<file path="src/rtl/uart_arb_pkg.sv">
`default_nettype none
// ============================================================================
//  Module      : uart_arb_pkg
//  Description : Shared types and constants for the u_xmit round-robin
//                arbiter (FSM state encoding, pointer width helper).
//  Revision    : 1.0 - initial release
// ============================================================================
package uart_arb_pkg;

    // Arbiter sequencing states
    typedef enum logic [1:0] {
        ARB_IDLE      = 2'd0,
        ARB_LAUNCH    = 2'd1,
        ARB_WAIT_LOW  = 2'd2,
        ARB_WAIT_DONE = 2'd3
    } arb_state_t;

    // Default requester count and the matching pointer width
    localparam int c_ARB_NUM_REQ_DEF = 4;
    localparam int c_ARB_PTR_W       = $clog2(c_ARB_NUM_REQ_DEF);

    // Pointer width for an arbitrary requester count (never below one bit)
    function automatic int arb_ptr_w(input int n);
        return (n <= 2) ? 1 : $clog2(n);
    endfunction

endpackage
`default_nettype wire

</file>
<file path="src/rtl/uart_xmit_arb_if.sv">
`default_nettype none
// ============================================================================
//  Module      : uart_xmit_arb_if
//  Description : Requester / transmitter bundle for uart_xmit_arb. The slave
//                modport is the arbiter; master is the requester+u_xmit side.
//  Revision    : 1.0 - initial release
// ============================================================================
interface uart_xmit_arb_if #(
    parameter int NUM_REQ = 4
);
    logic [NUM_REQ-1:0]   req_valid;
    logic [8*NUM_REQ-1:0] req_data;
    logic [NUM_REQ-1:0]   req_gnt;
    logic [NUM_REQ-1:0]   req_done;
    logic                 arb_busy;
    logic                 timeout_err;
    logic                 xmitH;
    logic [7:0]           xmit_dataH;
    logic                 xmit_doneH;

    modport master (
        output req_valid, req_data, xmit_doneH,
        input  req_gnt, req_done, arb_busy, timeout_err, xmitH, xmit_dataH
    );

    modport slave (
        input  req_valid, req_data, xmit_doneH,
        output req_gnt, req_done, arb_busy, timeout_err, xmitH, xmit_dataH
    );
endinterface
`default_nettype wire

</file>
<file path="src/rtl/uart_rr_pick.sv">
`default_nettype none
// ============================================================================
//  Module      : uart_rr_pick
//  Description : Combinational rotate-priority encoder. Returns the first set
//                request at or above the pointer, wrapping to index 0.
//  Revision    : 1.0 - initial release
// ============================================================================
module uart_rr_pick
    import uart_arb_pkg::*;
#(
    parameter int NUM_REQ = 4
) (
    input  wire logic [NUM_REQ-1:0]             i_req,
    input  wire logic [arb_ptr_w(NUM_REQ)-1:0]  i_ptr,
    output logic      [NUM_REQ-1:0]             o_onehot,
    output logic      [arb_ptr_w(NUM_REQ)-1:0]  o_idx,
    output logic                                o_any
);

    localparam int c_PTR_W = arb_ptr_w(NUM_REQ);

    assign o_any = |i_req;

    // Scan from the farthest candidate back to the pointer so the nearest hit wins
    always_comb begin
        o_onehot = '0;
        o_idx    = '0;
        for (int k = NUM_REQ - 1; k >= 0; k--) begin
            if (i_req[(int'(i_ptr) + k) % NUM_REQ]) begin
                o_onehot = NUM_REQ'(1) << ((int'(i_ptr) + k) % NUM_REQ);
                o_idx    = c_PTR_W'((int'(i_ptr) + k) % NUM_REQ);
            end
        end
    end

endmodule
`default_nettype wire

</file>
<file path="src/rtl/uart_xmit_arb.sv">
`default_nettype none
// ============================================================================
//  Module      : uart_xmit_arb
//  Description : Round-robin arbiter/sequencer sharing one u_xmit transmitter
//                among NUM_REQ byte requesters.
//                Optional watchdog abort: define UART_ARB_TIMEOUT_EN.
//  Revision    : 1.0 - initial release
// ============================================================================
module uart_xmit_arb
    import uart_arb_pkg::*;
#(
    parameter int NUM_REQ     = 4,
    parameter int TIMEOUT_CYC = 65535
) (
    input  wire logic          sys_clk,
    input  wire logic          sys_rst_l,
    uart_xmit_arb_if.slave     arb_if
);

    localparam int c_PTR_W = arb_ptr_w(NUM_REQ);

    // Elaboration-time range guard on the configuration
    if ((NUM_REQ < 2) || (NUM_REQ > 8) || (TIMEOUT_CYC < 1) || (TIMEOUT_CYC > 65535)) begin : g_param_bad
        $error("uart_xmit_arb: parameter out of range");
    end

    arb_state_t              r_state, w_state_nxt;
    logic [NUM_REQ-1:0]      r_gnt, w_gnt_nxt;
    logic [NUM_REQ-1:0]      r_done, w_done_nxt;
    logic [c_PTR_W-1:0]      r_idx, w_idx_nxt;
    logic [c_PTR_W-1:0]      r_ptr, w_ptr_nxt;
    logic [7:0]              r_data, w_data_nxt;
    logic                    r_xmit, w_xmit_nxt;
    logic                    r_tout, w_tout_nxt;

    logic [NUM_REQ-1:0]      w_pick_onehot;
    logic [c_PTR_W-1:0]      w_pick_idx;
    logic                    w_pick_any;
    logic [7:0]              w_sel_byte;
    logic [c_PTR_W-1:0]      w_ptr_inc;

`ifdef UART_ARB_TIMEOUT_EN
    localparam logic [15:0]  c_TMO = 16'(TIMEOUT_CYC);
    logic [15:0]             r_cnt, w_cnt_nxt;
`endif

    uart_rr_pick #(
        .NUM_REQ  (NUM_REQ)
    ) u_pick (
        .i_req    (arb_if.req_valid),
        .i_ptr    (r_ptr),
        .o_onehot (w_pick_onehot),
        .o_idx    (w_pick_idx),
        .o_any    (w_pick_any)
    );

    assign w_sel_byte = arb_if.req_data[int'(w_pick_idx) * 8 +: 8];
    assign w_ptr_inc  = (r_idx == c_PTR_W'(NUM_REQ - 1)) ? '0 : r_idx + 1'b1;

    // State register and all registered outputs
    always_ff @(posedge sys_clk or negedge sys_rst_l) begin
        if (!sys_rst_l) begin
            r_state <= ARB_IDLE;
            r_gnt   <= '0;
            r_done  <= '0;
            r_idx   <= '0;
            r_ptr   <= '0;
            r_data  <= 8'h00;
            r_xmit  <= 1'b0;
            r_tout  <= 1'b0;
`ifdef UART_ARB_TIMEOUT_EN
            r_cnt   <= '0;
`endif
        end else begin
            r_state <= w_state_nxt;
            r_gnt   <= w_gnt_nxt;
            r_done  <= w_done_nxt;
            r_idx   <= w_idx_nxt;
            r_ptr   <= w_ptr_nxt;
            r_data  <= w_data_nxt;
            r_xmit  <= w_xmit_nxt;
            r_tout  <= w_tout_nxt;
`ifdef UART_ARB_TIMEOUT_EN
            r_cnt   <= w_cnt_nxt;
`endif
        end
    end

    // Next-state and next-output logic; pulses default low every cycle
    always_comb begin
        w_state_nxt = r_state;
        w_gnt_nxt   = r_gnt;
        w_done_nxt  = '0;
        w_idx_nxt   = r_idx;
        w_ptr_nxt   = r_ptr;
        w_data_nxt  = r_data;
        w_xmit_nxt  = 1'b0;
        w_tout_nxt  = 1'b0;
`ifdef UART_ARB_TIMEOUT_EN
        w_cnt_nxt   = r_cnt;
`endif
        case (r_state)
            ARB_IDLE: begin
                if (w_pick_any) begin
                    w_gnt_nxt   = w_pick_onehot;
                    w_idx_nxt   = w_pick_idx;
                    w_data_nxt  = w_sel_byte;
                    w_state_nxt = ARB_LAUNCH;
                end
            end
            ARB_LAUNCH: begin
                // xmitH is registered, so it is high during the first WAIT_LOW cycle
                w_xmit_nxt  = 1'b1;
                w_state_nxt = ARB_WAIT_LOW;
`ifdef UART_ARB_TIMEOUT_EN
                w_cnt_nxt   = '0;
`endif
            end
            ARB_WAIT_LOW: begin
                if (!arb_if.xmit_doneH) begin
                    w_state_nxt = ARB_WAIT_DONE;
`ifdef UART_ARB_TIMEOUT_EN
                    w_cnt_nxt   = '0;
                end else if (r_cnt == c_TMO) begin
                    w_tout_nxt  = 1'b1;
                    w_gnt_nxt   = '0;
                    w_ptr_nxt   = w_ptr_inc;
                    w_state_nxt = ARB_IDLE;
                end else begin
                    w_cnt_nxt   = r_cnt + 16'd1;
`endif
                end
            end
            ARB_WAIT_DONE: begin
                if (arb_if.xmit_doneH) begin
                    w_done_nxt  = r_gnt;
                    w_gnt_nxt   = '0;
                    w_ptr_nxt   = w_ptr_inc;
                    w_state_nxt = ARB_IDLE;
`ifdef UART_ARB_TIMEOUT_EN
                end else if (r_cnt == c_TMO) begin
                    w_tout_nxt  = 1'b1;
                    w_gnt_nxt   = '0;
                    w_ptr_nxt   = w_ptr_inc;
                    w_state_nxt = ARB_IDLE;
                end else begin
                    w_cnt_nxt   = r_cnt + 16'd1;
`endif
                end
            end
            default: w_state_nxt = ARB_IDLE;
        endcase
    end

    assign arb_if.req_gnt    = r_gnt;
    assign arb_if.req_done   = r_done;
    assign arb_if.arb_busy   = (r_state != ARB_IDLE);
    assign arb_if.xmitH      = r_xmit;
    assign arb_if.xmit_dataH = r_data;
`ifdef UART_ARB_TIMEOUT_EN
    assign arb_if.timeout_err = r_tout;
`else
    assign arb_if.timeout_err = 1'b0;
`endif

endmodule
`default_nettype wire

</file>
<file path="src/flat_wrapper.sv">
// flat-port wrapper written by rule: the top's interface ports become plain ports
module uart_xmit_arb_flat import uart_arb_pkg::*;
#(
    parameter int NUM_REQ     = 4,
    parameter int TIMEOUT_CYC = 65535
)
  (sys_clk, sys_rst_l, arb_if_req_valid, arb_if_req_data, arb_if_xmit_doneH, arb_if_req_gnt, arb_if_req_done, arb_if_arb_busy, arb_if_timeout_err, arb_if_xmitH, arb_if_xmit_dataH);
  uart_xmit_arb_if #(.NUM_REQ(NUM_REQ)) arb_if_i ();
  input  wire logic sys_clk;
  input  wire logic sys_rst_l;
  input wire logic [$bits(arb_if_i.req_valid)-1:0] arb_if_req_valid;
  input wire logic [$bits(arb_if_i.req_data)-1:0] arb_if_req_data;
  input wire logic [$bits(arb_if_i.xmit_doneH)-1:0] arb_if_xmit_doneH;
  output wire logic [$bits(arb_if_i.req_gnt)-1:0] arb_if_req_gnt;
  output wire logic [$bits(arb_if_i.req_done)-1:0] arb_if_req_done;
  output wire logic [$bits(arb_if_i.arb_busy)-1:0] arb_if_arb_busy;
  output wire logic [$bits(arb_if_i.timeout_err)-1:0] arb_if_timeout_err;
  output wire logic [$bits(arb_if_i.xmitH)-1:0] arb_if_xmitH;
  output wire logic [$bits(arb_if_i.xmit_dataH)-1:0] arb_if_xmit_dataH;
  assign arb_if_i.req_valid = arb_if_req_valid;
  assign arb_if_i.req_data = arb_if_req_data;
  assign arb_if_i.xmit_doneH = arb_if_xmit_doneH;
  assign arb_if_req_gnt = arb_if_i.req_gnt;
  assign arb_if_req_done = arb_if_i.req_done;
  assign arb_if_arb_busy = arb_if_i.arb_busy;
  assign arb_if_timeout_err = arb_if_i.timeout_err;
  assign arb_if_xmitH = arb_if_i.xmitH;
  assign arb_if_xmit_dataH = arb_if_i.xmit_dataH;
  uart_xmit_arb #(.NUM_REQ(NUM_REQ), .TIMEOUT_CYC(TIMEOUT_CYC)) u_core (.sys_clk(sys_clk), .sys_rst_l(sys_rst_l), .arb_if(arb_if_i));
endmodule
</file>
<file path="config.mk">
export PLATFORM = sky130hd
export DESIGN_NAME = uart_xmit_arb_flat
export DESIGN_NICKNAME = d
export VERILOG_FILES = /design/src/rtl/uart_arb_pkg.sv /design/src/rtl/uart_xmit_arb_if.sv /design/src/rtl/uart_rr_pick.sv /design/src/rtl/uart_xmit_arb.sv /design/src/flat_wrapper.sv
export SDC_FILE = /design/constraint.sdc
export NUM_CORES = 1
export LEC_CHECK = 0
export ABC_CLOCK_PERIOD_IN_PS = 2300
export CAP_MARGIN = 20
export CORE_MARGIN = 10
export CORE_UTILIZATION = 60
export CTS_BUF_LIST = sky130_fd_sc_hd__clkbuf_8
export DETAILED_ROUTE_END_ITERATION = 10
export DONT_BUFFER_PORTS = 1
export GPL_TIMING_DRIVEN = 0
export PLACE_DENSITY_LB_ADDON = 0.12
export SLEW_MARGIN = 0
export SYNTH_ARGS = -nofsm -noshare
export SYNTH_HDL_FRONTEND = slang
export SYNTH_SLANG_ARGS = --single-unit
</file>
<file path="constraint.sdc">
create_clock -name sys_clk -period 2.3 [get_ports sys_clk]
set_input_delay 0.115 -clock sys_clk [delete_from_list [all_inputs] [get_ports sys_clk]]
set_output_delay 0.115 -clock sys_clk [all_outputs]
set_load 0.05 [all_outputs]
</file>
======== Yosys cells after proc, flatten, opt, wreduce, memory -nomap -nowiden ========
Index checks and enable logic that the tools add are counted.
word-level totals
  logic and storage cells ................. 71
  bits in registers ....................... 23
  input port bits ......................... 39
  output and inout bits ................... 19
cells by class
  reductions and logical operators ........ 11
  eq/ne operators ......................... 7
  magnitude comparators ................... 4
  mux-type cells .......................... 30
  shift-type cells ........................ 5
  $add $sub $neg .......................... 4
  bitwise logic cells ..................... 3
operators with widths
  operator                number
  $shl A1 B32 Y4 const A  3
  $mux W4                 8
  $shiftx A32 B6 Y8       1
  $mux W2                 8
  $lt A3 B4 Y1 const B    3
  $bmux W1 S2             4
  $mux W1                 8
  $pmux W2 S4             1
  $pmux W4 S2             1
  $eq A2 B2 Y1 const B    3
  $ne A2 B2 Y1 const B    3
  $reduce_and A3 Y1       2
  $reduce_or A2 Y1        3
  $add A2 B1 Y2 const B   2
  $add A2 B2 Y2 const B   2
  $reduce_and A2 Y1       2
  $reduce_bool A2 Y1      2
  $reduce_or A4 Y1        1
  $shl A1 B2 Y4 const A   1
  $and A1 B1 Y1 const A   3
  $lt A2 B3 Y1 const B    1
  $eq A2 B1 Y1 const B    1
  $logic_not A2 Y1        1

======== Logic depth before layout (Yosys ltp) ========
  depth after elaboration ................. 12
  depth in mapped cells ................... 9
  depth with buffers taken out ............ 7

======== Hierarchy ========
Synthesis repeated with hierarchy kept, for this count alone.
second synthesis, totals
  cell total of the unflattened synthesis .. 166
  area total of the unflattened synthesis .. 1706.6 sq um
modules (own cells, without submodules)
  module         times used  sequential area each (sq um)  cells an instance  area an instance (sq um)
  uart_xmit_arb  1           575.6                         104                1208.7
  uart_rr_pick   1           0.0                           62                 498.0

======== Worst setup path after synthesis ========
OpenSTA, ideal clock, no wires.
  path type ............................... register to register
  from .................................... reg u_core.r_ptr[0]
  to ...................................... reg u_core.r_data[6] (netlist: u_core.arb_if.xmit_dataH[6])
  stages on the path, launching flop included .. 9
  period minus slack after synthesis ...... 2341 ps
  path slack .............................. -41 ps
  library setup time ...................... 164 ps
  required time ........................... 2136 ps
  arrival time ............................ 2177 ps
  buffers on the path ..................... 1
  path through ............................ dfrtp_1 > inv_1 > ha_1 > mux4_2 > nand2b_4 > buf_6 > and3_1 > o32ai_1 > a221oi_1
between the ends
  cells in the longest elaborated chain, start to end .. 9
  elaborated cells on any way between the ends .. 19
  those cells by class .................... 3 x add/sub; 1 x shift; 15 x mux
RTL lines
  what                                         line                                    source
  start, declared                              uart_xmit_arb.sv:31                     logic [c_PTR_W-1:0] r_ptr, w_ptr_nxt;
  start signal, assigned                       uart_xmit_arb.sv:79                     r_ptr <= w_ptr_nxt;
  $add A2 B2 Y2                                uart_rr_pick.sv:29, uart_rr_pick.sv:31
  $bmux W1 S2                                  uart_rr_pick.sv:29                      if (i_req[(int'(i_ptr) + k) % NUM_REQ]) begin
  $mux W1 (not written as such) (2 in series)  uart_rr_pick.sv:29
  $mux W2 (3 in series)                        uart_rr_pick.sv:29
  $mux W2 (*)                                  uart_rr_pick.sv:29
  $shiftx A32 B6 Y8 (*)                        uart_xmit_arb.sv:57                     assign w_sel_byte = arb_if.req_data[int'(w_pick_idx) * 8 +: 8];
  end signal, assigned                         uart_xmit_arb.sv:80                     r_data <= w_data_nxt;
  end, declared                                uart_xmit_arb.sv:32                     logic [7:0] r_data, w_data_nxt;
Mark *: on every way between the ends. The rest lies on a longest branch, timed or not. The select of a mux whose other input is x is not followed.
A chain may end at the register's enable or synchronous reset.

======== Worst setup path in the final report ========
  from .................................... reg u_core.r_ptr[0]
  to ...................................... reg u_core.r_data[7] (netlist: u_core.arb_if.xmit_dataH[7])
The elaborated chain is that of the path after synthesis.

==> flow_metrics.env <==
export IMPL_outcome="complete, no violations"
export IMPL_clockBufferDepth=2
export IMPL_fp_dieArea_um2=5934
export IMPL_via_per_inst=6.472
export IMPL_worstMarginPinSlew_ns=0.6353
export IMPL_io_buffers=0
export IMPL_gp_congestion=0.9290
export IMPL_initialDrtViolationCount=80
export IMPL_timing_hold_ws_ns=0.006592
export IMPL_wire_per_inst_um=21.14
export IMPL_report_final_hold_viol_count=0
export IMPL_synth_top_family_by_area="compound AO/OA/AOI/OAI gates"
export IMPL_cp_data_required_time_ns=2.42
export IMPL_globalRouteMet2Util_pct=28.67
export IMPL_grt_first_pass_wirelength_um=7983
export IMPL_via_count_of_the_first_global_routing_pass=1612
export IMPL_asr_flop_ratio_synth_pct=100.0
export IMPL_grt_busiest_layer="met2"
export IMPL_maximum_number_of_pins_on_one_net_before_global_route_repair=24
export IMPL_max_slew_margin_pct=57.50
export IMPL_seq_area_frac_synth_pct=29.49
export IMPL_synthDominantCellAreaShare_pct=29.49
export IMPL_synth_avg_cell_area_um2=10.22
export IMPL_cell_types_occupying_the_most_area_after_synthesis="dfrtp_1 (29%), mux2i_1 (9.7%), ha_1 (9.0%)"
export IMPL_cts_buffers_inserted=3
export IMPL_powerDensity_nw_per_um2=1609
export IMPL_yosys_area_share_xor_xnor_pct=0.4487
export IMPL_preCtsSetupSlack_ns=-0.3234
export IMPL_number_of_h_tree_levels=1
export IMPL_yosys_cell_count_top_type="dfrtp_1"
export IMPL_yosys_register_bits=23
export IMPL_synthesis_instances=191
export IMPL_remaining_drc_errors=0
export IMPL_synth_cell_type_count=49
export IMPL_fin_total_pwr_mw=3.692
export IMPL_groute_usage_overall_pct=16.09
export IMPL_min_path_type="in2reg"
export IMPL_top_level_ports=58
export IMPL_die_height_um=77.04
export IMPL_cts_sinks=23
export IMPL_end_kind="flop"
export IMPL_fmax_mhz=443.8
export IMPL_cts_root_buffer="clkbuf_8"
export IMPL_syn_num_nets=244
export IMPL_critPathMaxFanout=10
export IMPL_drive_gt1_share_pct=30.00
export IMPL_place_detailed_hpwl_um=4023
export IMPL_gr_total_overflow=0
export IMPL_cts_clk_slew_worst_paths_ns=0.08
export IMPL_synth_adder_area_share_pct=8.974
export IMPL_std_cell_rows=20
export IMPL_core_region_area_um2=3078
export IMPL_synth_simple_gate_area_share_pct=13.59
export IMPL_regToRegSetupSlack_ns=0.05
export IMPL_clock_skew_final_ns=0.002437
export IMPL_initial_core_util_pct=63.41
export IMPL_timing_max_cap_violations=0
export IMPL_grtUsageMet3_pct=4.662
export IMPL_design_final_nets=264
export IMPL_leakage_dissipation_nw=1.035
export IMPL_muxShareOfSynthArea_pct=16.86
export IMPL_timing_critical_path_arrival_ns=2.37
export IMPL_critPathKind="reg2reg"
export IMPL_grt_met1_usage_pct=18.46
export IMPL_finalCoreUtilization_pct=74.55
export IMPL_finalCriticalPeriod_ns=2.253
export IMPL_maxSlewViolCount=0
export IMPL_clock_latency_late_sink_ns=0.26
export IMPL_mappedNetlistArea_um2=1952
export IMPL_num_vias=1644
export IMPL_min_period_over_period_pct=97.96
export IMPL_number_of_antenna_diodes=0
export IMPL_synth_commonest_cells="dfrtp_1 (23), mux2i_1 (19), ha_1 (14), nand2_1 (12), and3_1 (11)"
export IMPL_synth_warnings=0
export IMPL_synth_top_flop_cell="dfrtp_1"
export IMPL_cts_tree="yes"
export IMPL_syn2layout_area_growth_pct=17.56
export IMPL_vdd_drop_max_v=0.0008006
export IMPL_start_kind="flop"
export IMPL_fp_dieW_um=77.04
export IMPL_routed_wirelength_um=5369
export IMPL_yosys_area_top_type="dfrtp_1"
export IMPL_antenna_violating_nets_left=0
export IMPL_synth_compound_area_share_pct=23.78
export IMPL_finalWorstSetupSlack_ns=0.04689
export IMPL_first_pass_iters=4
export IMPL_timing_final_setup_violations=0
export IMPL_synth_edff_count=0
export IMPL_grt_antenna_before_repair=0
export IMPL_grt_setup_unrepaired="true"
## final cells by class
type	count	area, um^2
multi-input combinational	146	1330
fill	239	783.3
sequential	23	578.1
timing repair buffer	15	147.6
buffer	11	92.59
tap	44	55.05
inverter	11	45.04
clock buffer	3	41.29
clock inverter	1	5.005
## report_power, final
part,switching (mW),internal [mW],total (mW),leakage (nW)
clock,0.130,0.121,0.251,0.0255
sequential,0.547,0.571,1.12,0.280
combinational,1.23,1.09,2.32,0.730
total,1.91,1.78,3.69,1.04
## per-stage QoR
stage / setup TNS, ns / cells / area (um^2)
3_5_place_dp: -2.269 / 235 / 2007
2_1_floorplan: 0 / 191 / 1952
5_1_grt: -0.2481 / 254 / 2295
3_3_place_gp: -1.362 / 235 / 2007
4_1_cts: 0 / 242 / 2098
6_report: 0 / 254 / 2295
## worst max-delay path, stage by stage (launching register included)
cell,delay (ns)
dfrtp_2,0.47
buf_12,0.15
buf_6,0.13
mux2i_1,0.12
o211ai_1,0.46
o211ai_2,0.15
buf_4,0.20
o32ai_1,0.33
a221oi_1,0.09
## path summary, 6_finish.rpt
| check | from | end | cells past startpoint |
|---|---|---|---|
| worst max-delay path | u_core.r_ptr[0]$_DFFE_PN0P_ | u_core.arb_if.xmit_dataH[7]$_DFFE_PN0P_ | 8 |
| worst min-delay path | arb_if_xmit_doneH | u_core.arb_if.req_done[2]$_DFF_PN0_ | 1 |
| worst max register to register | u_core.r_ptr[0]$_DFFE_PN0P_ | u_core.arb_if.xmit_dataH[7]$_DFFE_PN0P_ | 8 |
| worst min register to register | u_core.r_idx[0]$_DFFE_PN0P_ | u_core.r_ptr[0]$_DFFE_PN0P_ | 1 |
| max in group asynchronous | sys_rst_l | u_core.r_ptr[1]$_DFFE_PN0P_ | 2 |
| min in group asynchronous | sys_rst_l | u_core.arb_if.xmitH$_DFF_PN0_ | 1 |
## what timing repair did
action,4_1_cts,5_1_grt
buffers inserted,2,9
cloned,0,1
pin swaps,0,5
hold endpoints to repair,23,1
gates resized for setup,5,13
setup endpoints to repair,12,7
hold buffers,1,1
## cell families after synthesis
kind of cell | after synthesis
buffers and inverters | 22
adder cells (fa/ha/maj) | 14
flip-flops | 23
other | 1
XOR/XNOR | 1
multiplexers | 28
AO/OA/AOI/OAI | 57
AND/OR/NAND/NOR | 45
## sequential cells by signal (all words and copies together) (netlist names)
register / count
u_core.arb_if.req_done: 4
u_core.arb_if.req_gnt: 4
u_core.arb_if.xmitH: 1
u_core.arb_if.xmit_dataH: 8
u_core.r_idx: 2
u_core.r_ptr: 2
u_core.r_state: 2
## per-layer routing
metal / wire length (um) / up-vias / part of all wire, %
li1: - / 771 / -
met1: 2159 / 812 / 40
met2: 2827 / 55 / 53
met3: 351 / 6 / 6.5
met4: 31 / 0 / 0.58
met5: 0 / - / 0
## placed cells by master (no fill, tap or decap), drive strengths merged, types with 2 or more instances in the layout
cell type,instances
dfrtp,23
buf,23
mux2i,20
ha,14
o21ai,13
nand2,12
and3,11
inv,10
nor2,9
a221oi,8
a21boi,7
o32ai,7
mux2,6
a211oi,5
a22o,4
clkbuf,4
o211ai,3
o221a,2
mux4,2
nand4bb,2
nor4,2
dlygate4sd3,2
nand3,2
nand2b,2
Power figures use the tool's default switching activity.
